`src/rtl/mips32_prog_loader_if.sv`:
```
// Program-image stream: 32-bit words with a valid/ready handshake into the loader.
// Latency: none (wires only).
// Backpressure: a word transfers only on a cycle where in_valid and in_ready are both 1.
//   master: stream source (drives in_data/in_valid, observes in_ready)
//   slave : loader        (observes in_data/in_valid, drives in_ready)
interface mips32_prog_loader_if;
    logic [31:0] in_data;
    logic        in_valid;
    logic        in_ready;

    modport master (output in_data, output in_valid, input in_ready);
    modport slave  (input in_data, input in_valid, output in_ready);
endinterface

```
`src/rtl/mips32_prog_loader.sv`:
```
// Boot loader for pipe_MIPS32: writes a header+payload+checksum stream into core memory, then runs the core to HLT.
// Latency: each payload word is written exactly 1 cycle after its handshake; core_start pulses the cycle after the checksum is accepted.
// Backpressure: in_ready is 1 only while expecting header, payload or checksum; it is 0 in GO/RUN/DONE/ERR and for the first cycle after reset.
// Ports:
//   clk1, reset            - system clock, synchronous active-high reset
//   in_if (slave)          - program word stream (in_data/in_valid/in_ready)
//   mem_we/mem_addr/wdata  - registered write port into core instruction/data memory
//   core_hold/core_start   - core freeze and one-cycle start pulse; start_pc is the entry address (header base)
//   core_halted            - core HALTED flag
//   done/error             - sticky completion / rejection flags
//   words_loaded           - payload words written so far
module mips32_prog_loader #(
    parameter int MEM_DEPTH = 1024,
    parameter int ADDR_W    = 10
) (
    input  logic                   clk1,
    input  logic                   reset,
    mips32_prog_loader_if.slave    in_if,
    output logic                   mem_we,
    output logic [ADDR_W-1:0]      mem_addr,
    output logic [31:0]            mem_wdata,
    output logic                   core_hold,
    output logic                   core_start,
    output logic [ADDR_W-1:0]      start_pc,
    input  logic                   core_halted,
    output logic                   done,
    output logic                   error,
    output logic [ADDR_W:0]        words_loaded
);

    typedef enum logic [2:0] {
        S_HDR,
        S_LOAD,
        S_CHK,
        S_GO,
        S_RUN,
        S_DONE,
        S_ERR
    } state_t;

    localparam logic [16:0] LP_DEPTH17 = 17'(MEM_DEPTH);

    state_t              r_state;
    state_t              w_next;
    logic                r_in_ready;
    logic                r_mem_we;
    logic [ADDR_W-1:0]   r_mem_addr;
    logic [31:0]         r_mem_wdata;
    logic [ADDR_W-1:0]   r_start_pc;
    logic [ADDR_W-1:0]   r_base;
    logic [ADDR_W:0]     r_n;
    logic [ADDR_W:0]     r_cnt;
    logic [31:0]         r_acc;

    logic                w_xfer;
    logic                w_last;
    logic                w_hdr_ok;
    logic                w_base_hi_zero;
    logic [16:0]         w_hdr_end;
    logic [ADDR_W-1:0]   w_hdr_base;

    assign w_xfer = in_if.in_valid & r_in_ready;

    // Header: base in [31:16], count in [15:0]. Only the low ADDR_W base bits
    // address memory; any higher base bit set rejects the image. The end
    // address is formed 17 bits wide so a large count can never wrap.
    assign w_hdr_base     = in_if.in_data[16 +: ADDR_W];
    assign w_base_hi_zero = (in_if.in_data[31:16+ADDR_W] == '0);
    assign w_hdr_end      = 17'(w_hdr_base) + 17'(in_if.in_data[15:0]);
    assign w_hdr_ok       = (in_if.in_data[15:0] != 16'd0) && w_base_hi_zero
                            && (w_hdr_end <= LP_DEPTH17);

    assign w_last = ((r_cnt + (ADDR_W+1)'(1)) == r_n);

    // State register
    always_ff @(posedge clk1) begin
        if (reset) begin
            r_state <= S_HDR;
        end else begin
            r_state <= w_next;
        end
    end

    // Next state and state-decoded outputs
    always_comb begin
        w_next     = r_state;
        core_start = 1'b0;
        core_hold  = 1'b1;
        done       = 1'b0;
        error      = 1'b0;
        case (r_state)
            S_HDR: begin
                if (w_xfer) begin
                    w_next = w_hdr_ok ? S_LOAD : S_ERR;
                end
            end
            S_LOAD: begin
                if (w_xfer && w_last) begin
                    w_next = S_CHK;
                end
            end
            S_CHK: begin
                if (w_xfer) begin
                    w_next = (in_if.in_data == r_acc) ? S_GO : S_ERR;
                end
            end
            S_GO: begin
                // core_halted is deliberately not looked at here: the core's
                // flag is still stale until it has seen the start pulse.
                core_start = 1'b1;
                core_hold  = 1'b0;
                w_next     = S_RUN;
            end
            S_RUN: begin
                core_hold = 1'b0;
                if (core_halted) begin
                    w_next = S_DONE;
                end
            end
            S_DONE: begin
                done = 1'b1;
            end
            S_ERR: begin
                error = 1'b1;
            end
            default: begin
                w_next = S_HDR;
            end
        endcase
    end

    // Datapath: handshake readiness, header latch, payload write and checksum.
    // in_ready is registered from the next state so it is low for the first
    // cycle out of reset and drops in the same cycle the FSM leaves CHK.
    always_ff @(posedge clk1) begin
        if (reset) begin
            r_in_ready  <= 1'b0;
            r_mem_we    <= 1'b0;
            r_mem_addr  <= '0;
            r_mem_wdata <= '0;
            r_start_pc  <= '0;
            r_base      <= '0;
            r_n         <= '0;
            r_cnt       <= '0;
            r_acc       <= '0;
        end else begin
            r_in_ready <= (w_next == S_HDR) || (w_next == S_LOAD) || (w_next == S_CHK);
            r_mem_we   <= 1'b0;
            case (r_state)
                S_HDR: begin
                    r_acc <= '0;
                    r_cnt <= '0;
                    if (w_xfer && w_hdr_ok) begin
                        r_base     <= w_hdr_base;
                        r_start_pc <= w_hdr_base;
                        // A valid count is at most MEM_DEPTH, so ADDR_W+1 bits hold it.
                        r_n        <= in_if.in_data[ADDR_W:0];
                    end
                end
                S_LOAD: begin
                    if (w_xfer) begin
                        r_mem_we    <= 1'b1;
                        r_mem_addr  <= r_base + r_cnt[ADDR_W-1:0];
                        r_mem_wdata <= in_if.in_data;
                        r_cnt       <= r_cnt + (ADDR_W+1)'(1);
                        r_acc       <= r_acc ^ in_if.in_data;
                    end
                end
                default: begin
                end
            endcase
        end
    end

    assign in_if.in_ready = r_in_ready;
    assign mem_we         = r_mem_we;
    assign mem_addr       = r_mem_addr;
    assign mem_wdata      = r_mem_wdata;
    assign start_pc       = r_start_pc;
    assign words_loaded   = r_cnt;

endmodule
```
`src/flat_wrapper.sv`:
```
// flat-port wrapper written by rule: the top's interface ports become plain ports
module mips32_prog_loader_flat 
#(
    parameter int MEM_DEPTH = 1024,
    parameter int ADDR_W    = 10
)
  (clk1, reset, mem_we, mem_addr, mem_wdata, core_hold, core_start, start_pc, core_halted, done, error, words_loaded, in_if_in_data, in_if_in_valid, in_if_in_ready);
  mips32_prog_loader_if in_if_i ();
  input  logic clk1;
  input  logic reset;
  output logic mem_we;
  output logic [ADDR_W-1:0] mem_addr;
  output logic [31:0] mem_wdata;
  output logic core_hold;
  output logic core_start;
  output logic [ADDR_W-1:0] start_pc;
  input  logic core_halted;
  output logic done;
  output logic error;
  output logic [ADDR_W:0] words_loaded;
  input wire logic [$bits(in_if_i.in_data)-1:0] in_if_in_data;
  input wire logic [$bits(in_if_i.in_valid)-1:0] in_if_in_valid;
  output wire logic [$bits(in_if_i.in_ready)-1:0] in_if_in_ready;
  assign in_if_i.in_data = in_if_in_data;
  assign in_if_i.in_valid = in_if_in_valid;
  assign in_if_in_ready = in_if_i.in_ready;
  mips32_prog_loader #(.MEM_DEPTH(MEM_DEPTH), .ADDR_W(ADDR_W)) u_core (.clk1(clk1), .reset(reset), .in_if(in_if_i), .mem_we(mem_we), .mem_addr(mem_addr), .mem_wdata(mem_wdata), .core_hold(core_hold), .core_start(core_start), .start_pc(start_pc), .core_halted(core_halted), .done(done), .error(error), .words_loaded(words_loaded));
endmodule
```
`config.mk`:
```
export PLATFORM = sky130hd
export DESIGN_NAME = mips32_prog_loader_flat
export DESIGN_NICKNAME = d
export VERILOG_FILES = /design/src/rtl/mips32_prog_loader_if.sv /design/src/rtl/mips32_prog_loader.sv /design/src/flat_wrapper.sv
export SDC_FILE = /design/constraint.sdc
export NUM_CORES = 1
export LEC_CHECK = 0
export CELL_PAD_IN_SITES_DETAIL_PLACEMENT = 0
export CELL_PAD_IN_SITES_GLOBAL_PLACEMENT = 1
export CORE_MARGIN = 10
export CORE_UTILIZATION = 39
export CTS_CLUSTER_DIAMETER = 200
export DETAILED_ROUTE_END_ITERATION = 8
export PLACE_DENSITY = 0.8
export SKIP_LAST_GASP = 1
export SLEW_MARGIN = 25
export SYNTH_ARGS = -nofsm -noshare
export SYNTH_HDL_FRONTEND = slang
export SYNTH_SLANG_ARGS = --single-unit
```
`constraint.sdc`:
```
create_clock -name clk1 -period 4.56 [get_ports clk1]
set_input_delay 0.684 -clock clk1 [delete_from_list [all_inputs] [get_ports clk1]]
set_output_delay 0.684 -clock clk1 [all_outputs]
set_load 0.01 [all_outputs]
```
==> results of run 1 <==
==> worst paths after layout <==
kind / from / endpoint / slack (ns) / cells past startpoint
setup reg to reg: u_core.words_loaded[0] / u_core.r_state[1] / 1.73 / 8
setup / recovery: in_if_in_data[16] / u_core.r_state[1] / 0.81 / 9
hold reg to reg: u_core.mem_addr[7] / u_core.mem_addr[7] / 0.45 / 2
hold / removal: u_core.mem_addr[7] / u_core.mem_addr[7] / 0.45 / 2
==> cell families (layout without fill, tap and decap cells) <==
group                      after synthesis  count (layout)  share of synthesized area
and+or+nand+nor                        319             319                     0.2346
AOI/OAI and AO/OA                      204             204                     0.1985
DFF                                    111             111                     0.3649
buffers and inverters                   62             150                    0.04192
xor gates and xnor gates                53              53                    0.07623
adders and majority gates               22              22                    0.04767
muxes                                   22              22                    0.03616
==> metal layers <==
metal  track usage  vias up
li1              -     2911
met1        0.2235     2805
met2        0.3087      176
met3       0.05154       29
met4       0.05924        0
met5             0        -
==> cell usage in the layout (no fill, tap or decap), types with 6 or more instances in the layout <==
cell,Yosys,layout
a21oi_1,94,94
xor2_1,6,6
inv_1,16,16
buf_4,0,13
xnor2_1,47,47
nand3_1,8,8
nand2b_1,7,7
ha_1,20,20
nor2_1,103,103
dfxtp_1,111,111
nor3_1,8,7
nor4_1,11,11
nand4_1,10,10
clkdlybuf4s50_1,0,103
mux2i_1,22,22
nor2b_1,8,8
clkbuf_16,0,9
nand2_1,134,134
o21ai_0,53,53
==> area by class of cell <==
class | count | area [µm²] | area share
Timing Repair Buffer | 118 | 1154 | 0.1512
Tap cell | 211 | 264.0 | 0.03461
Clock inverter | 6 | 66.31 | 0.008693
Multi-Input combinational cell | 620 | 3623 | 0.4750
Clock buffer | 10 | 239.0 | 0.03133
Sequential cell | 111 | 2222 | 0.2913
Inverter | 16 | 60.06 | 0.007873
==> power breakdown <==
group	internal (mW)	switching (mW)	total, mW
Sequential	0.977	0.0136	0.991
Clock	0.446	0.384	0.830
Combinational	0.129	0.205	0.335
Total	1.55	0.603	2.16
==> per-stage QoR <==
step                hold WS, ns    util  power (mW)
floorplan                0.4465       -       1.207
global placement         0.4395  0.4800       1.345
detailed placement       0.4467  0.4800       1.347
CTS                      0.4553  0.5000       2.173
global route             0.4762  0.5000       2.254
finish                   0.4506  0.5000       2.156
==> worst max-delay path: stages <==
cell	delay, ns
clkdlybuf4s50_1	0.57
ha_1	0.23
fa_1	0.42
or4_1	0.57
a2111oi_2	0.22
nand4_1	0.13
o41a_1	0.46
o41ai_1	0.52
a31oi_1	0.15
==> synth_stat cells (3+ instances only) <==
cell type  count
o21a_1         4
a211oi_1       4
ha_1          20
nor2b_1        8
nand3_1        8
nor3_1         8
o21ai_0       53
a211o_1        3
and3_1         3
or2_2          3
mux2i_1       22
nor3b_1        3
a22oi_1        3
xor2_1         6
nand2_1      134
nor4_1        11
xnor2_1       47
or4_1          3
and2_1         3
nand4_1       10
nor2_1       103
dfxtp_1      111
buf_2          6
nand2b_1       7
nand3b_1       4
a31oi_1        4
inv_1         16
a21oi_1       94
o21bai_1       3
or3_1          4
clkbuf_1      38
a21boi_0       4
==> state kept, by name, summed over array words and instances (netlist names) <==
name	cells
u_core.mem_wdata	32
u_core.r_state	3
u_core.mem_we	1
u_core.words_loaded	11
u_core.mem_addr	10
u_core.in_if.in_ready	1
u_core.r_base	10
u_core.r_acc	32
u_core.r_n	11
==> results_dict.tcl, run 1 <==
set metrics [dict create \
    status "finished, final reports clean" \
    final_hold_viol_count 0 \
    setup_slack_ns 0.8138 \
    netlist_area_mm2 0.006090 \
    synth-async-reset-ratio 0 \
    grt_overflow 0 \
    drv_cap 0 \
    place_inst 1076 \
    worstMarginPinSlew_ns 0.9716 \
    slew-limit-headroom 0.3522 \
    place_congestion 0.9149 \
    synthesis.nets 851 \
    dieArea_mm2 0.02101 \
    synth_seq_area_share 0.3649 \
    grt_pass1_vias 5944 \
    post-cts-setup-buffer-count 0 \
    startpoint_type "primary input" \
    synthDistinctLibCells 61 \
    path_clk_slew_ns 0.08 \
    crit_fanout 3 \
    rsz0062_at_grt "no" \
    cts_max_level 3 \
    yosysTopAreaCellShare 0.3649 \
    grt_pass1_wl_um 32140 \
    drt_wl_total_um 19820 \
    arrival_ns 3.95 \
    fin_area_mm2 0.007629 \
    viasPerCell 5.422 \
    grt_max_degree 87 \
    top_layer "met4" \
    clk_latency_ns 0.35 \
    antenna_found_initial 0 \
    ir_drop_v 0.0002536 \
    maxSlewViolCount 0 \
    avgSynthCellArea_um2 7.679 \
    fmax_mhz 266.9 \
    critical_path_class "in2reg" \
    skew_ns 0.008423 \
    dr_wl_met2_um 9535 \
    vias 5921 \
    min_path_type "reg2reg" \
    post_drt_wl_per_cell_um 18.15 \
    yosysWarnings 0 \
    coreArea_mm2 0.01526 \
    setup_tns_ns 0 \
    fin_cells 1092 \
    synth_area_leaders "dfxtp_1 36%, nand2_1 8.3%, a21oi_1 7.7%" \
    final_nets 934 \
    layout-drive-gt1-share 0.04994 \
    grt_usage 0.1847 \
    first_pass_iters 5 \
    ant_nets 0 \
    cts.hold.buffers_added 0 \
    clock-root-buffer "clkbuf_16" \
    end_kind "flop" \
    numCtsBuffers 9 \
    synth_edf_count 0 \
    cts-resized-gates 0 \
    rows 45 \
    initial_core_util 0.3991 \
    p_per_area_mw_per_mm2 282.6 \
    finalCriticalPeriod_ns 3.746 \
    fill_cells 1521 \
    dieWidth_um 145.0 \
    met1_length_um 8559 \
    wl_met3_um 1223 \
    ios 105 \
    p_leak_nw 2.708 \
    area_growth_pct 25.27 \
    place_hpwl_um 14770 \
    setup_viol 0 \
    fin_crit_sh 0.8215 \
    die-height_um 145.0 \
    io_buffers 104 \
    synth_cells 793 \
    post-place-ws_ns 0.4901 \
    clock_sinks 111 \
    synth_flop_cell "dfxtp_1" \
    cts_buffer_depth 2 \
    n_antenna_cell 0 \
    cp.required_ns 4.76 \
    initialDrtViolationCount 264 \
    yosysTopAreaCell "dfxtp_1" \
    drc 0 \
    cts_tree "yes" \
    synth_seq_cells 111 \
    postPlaceCellArea_mm2 0.007323 \
]
(Power assumes the default switching activity.)
==> run 2: changes to the inputs <==
clock period = 3.8 ns   (was 4.56 ns; I/O delays follow)
==> results_dict.tcl, run 2 (synthesized netlist as in run 1, its figures left out) <==
set metrics [dict create \
    drv_cap 0 \
    clock-root-buffer "clkbuf_16" \
    initial_core_util 0.3991 \
    place_congestion 0.9232 \
    fin_crit_sh 0.9560 \
    initialDrtViolationCount 349 \
    rsz0062_at_grt "no" \
    n_antenna_cell 0 \
    ant_nets 0 \
    final_nets 948 \
    crit_fanout 22 \
    rows 45 \
    p_leak_nw 2.755 \
    holdPathStages 2 \
    grt_pass1_vias 5845 \
    grt_max_degree 87 \
    r2r_cells 8 \
    die-height_um 145.0 \
    drc 0 \
    postLayoutCoreUtil 0.5051 \
    post_drt_wl_per_cell_um 17.25 \
    dieArea_mm2 0.02101 \
    min_path_type "reg2reg" \
    coreArea_mm2 0.01526 \
    fill_cells 1476 \
    area_growth_pct 26.57 \
    grt_overflow 0 \
    cts_tree "yes" \
    final_common_cell "nand2_1" \
    startpoint_type "primary input" \
    p_per_area_mw_per_mm2 321.9 \
    hp-start "u_core.mem_wdata[12]" \
    cts_max_level 3 \
    r2r_end "u_core.r_state[1]" \
    cp.required_ns 4.08 \
    numCtsBuffers 9 \
    ios 105 \
    final_cell_mix "134 x nand2_1, 111 x dfxtp_1, 103 x nor2_1, 103 x clkdlybuf4s50_1, 94 x a21oi_1" \
    clk_latency_ns 0.36 \
    ir_drop_v 0.0002483 \
    place_hpwl_um 13940 \
    first_pass_iters 5 \
    fmax_mhz 275.3 \
    maxSlewViolCount 0 \
    r2r_start "u_core.words_loaded[0]" \
    p_total_mw 2.481 \
    critical_path_class "in2reg" \
    grt_usage 0.1773 \
    slew-limit-headroom 0.3527 \
    whs_endpoint "u_core.mem_wdata[12]" \
    skew_ns 0.003922 \
    drt_wl_total_um 19080 \
    finalCriticalPeriod_ns 3.633 \
    dieWidth_um 145.0 \
    rrSetupSlack_ns 0.98 \
    cts-resized-gates 0 \
    worstMarginPinSlew_ns 0.9710 \
    grt_pass1_wl_um 31000 \
    post-cts-setup-buffer-count 0 \
    viasPerCell 5.414 \
    cts_buffer_depth 2 \
    status "finished, final reports clean" \
    antenna_found_initial 0 \
    cts.hold.buffers_added 0 \
    final_hold_viol_count 0 \
    arrival_ns 3.91 \
    io_buffers 104 \
    clock_sinks 111 \
    postPlaceCellArea_mm2 0.007441 \
    vias 5988 \
    fin_area_mm2 0.007707 \
    setup_viol 0 \
    path_clk_slew_ns 0.07 \
    layout-drive-gt1-share 0.06257 \
    end_kind "flop" \
]
run 2: cell types whose count changed in the layout (fill, tap and decap cells not counted), sizes merged:
cell and delta:
buf +14, bufinv -1, clkbuf +1, clkinvlp +2, inv -2
run 2: per-layer routing:
layer,vias to the layer above,GRT usage,routed length [µm]
met3,32,0.05278,1147
li1,2946,-,-
met1,2846,0.2144,8389
met2,164,0.2927,9015
met4,0,0.06027,524
met5,-,0,0
run 2: power by group:
| part | switching [mW] | internal (mW) | total, mW |
|---|---|---|---|
| clock | 0.440 | 0.446 | 0.886 |
| sequential | 0.0161 | 1.17 | 1.19 |
| combinational | 0.242 | 0.164 | 0.406 |
run 2: metrics by stage:
step / hold WS (ns) / setup TNS [ns] / worst slack [ns] / cells
floorplan: 0.4465 / 0 / 0.5273 / 793
global placement: 0.4406 / -1.381 / -0.06821 / 1090
detailed placement: 0.4474 / -3.249 / -0.1709 / 1090
CTS: 0.4572 / 0 / 0.1945 / 1106
global route: 0.4816 / 0 / 0.01297 / 1106
finish: 0.4553 / 0 / 0.1671 / 1106
run 2: layout make-up:
class | instances | area [µm²] | share of cell area
multi-input cells | 620 | 3623 | 0.4701
flip-flops and latches | 111 | 2222 | 0.2883
inverters | 16 | 60.06 | 0.007792
clock buffers | 11 | 232.7 | 0.03019
well taps | 211 | 264.0 | 0.03425
clock inverters | 5 | 33.78 | 0.004383
repair buffers | 132 | 1271 | 0.1649
run 2: worst max path at each step:
stage | startpoint | end | slack, ns | depth (start not counted)
after floorplan | in_if_in_data[0] | u_core.r_base[5] | 0.53 | 9
after CTS | in_if_in_data[16] | u_core.r_n[9] | 0.19 | 10
after detailed placement | in_if_in_data[16] | u_core.r_n[9] | -0.17 | 10
final | in_if_in_data[16] | u_core.r_n[9] | 0.17 | 10
after global routing | in_if_in_data[16] | u_core.r_n[5] | 0.01 | 10
after global placement | in_if_in_data[16] | u_core.r_base[1] | -0.07 | 10
run 2: worst max-delay path: stages:
cell,delay [ns]
clkdlybuf4s50_1,0.57
ha_1,0.23
fa_1,0.43
or4_1,0.55
a2111oi_2,0.21
nand4_1,0.13
o41a_1,0.48
nor4_4,0.29
buf_12,0.23
mux2i_1,0.21
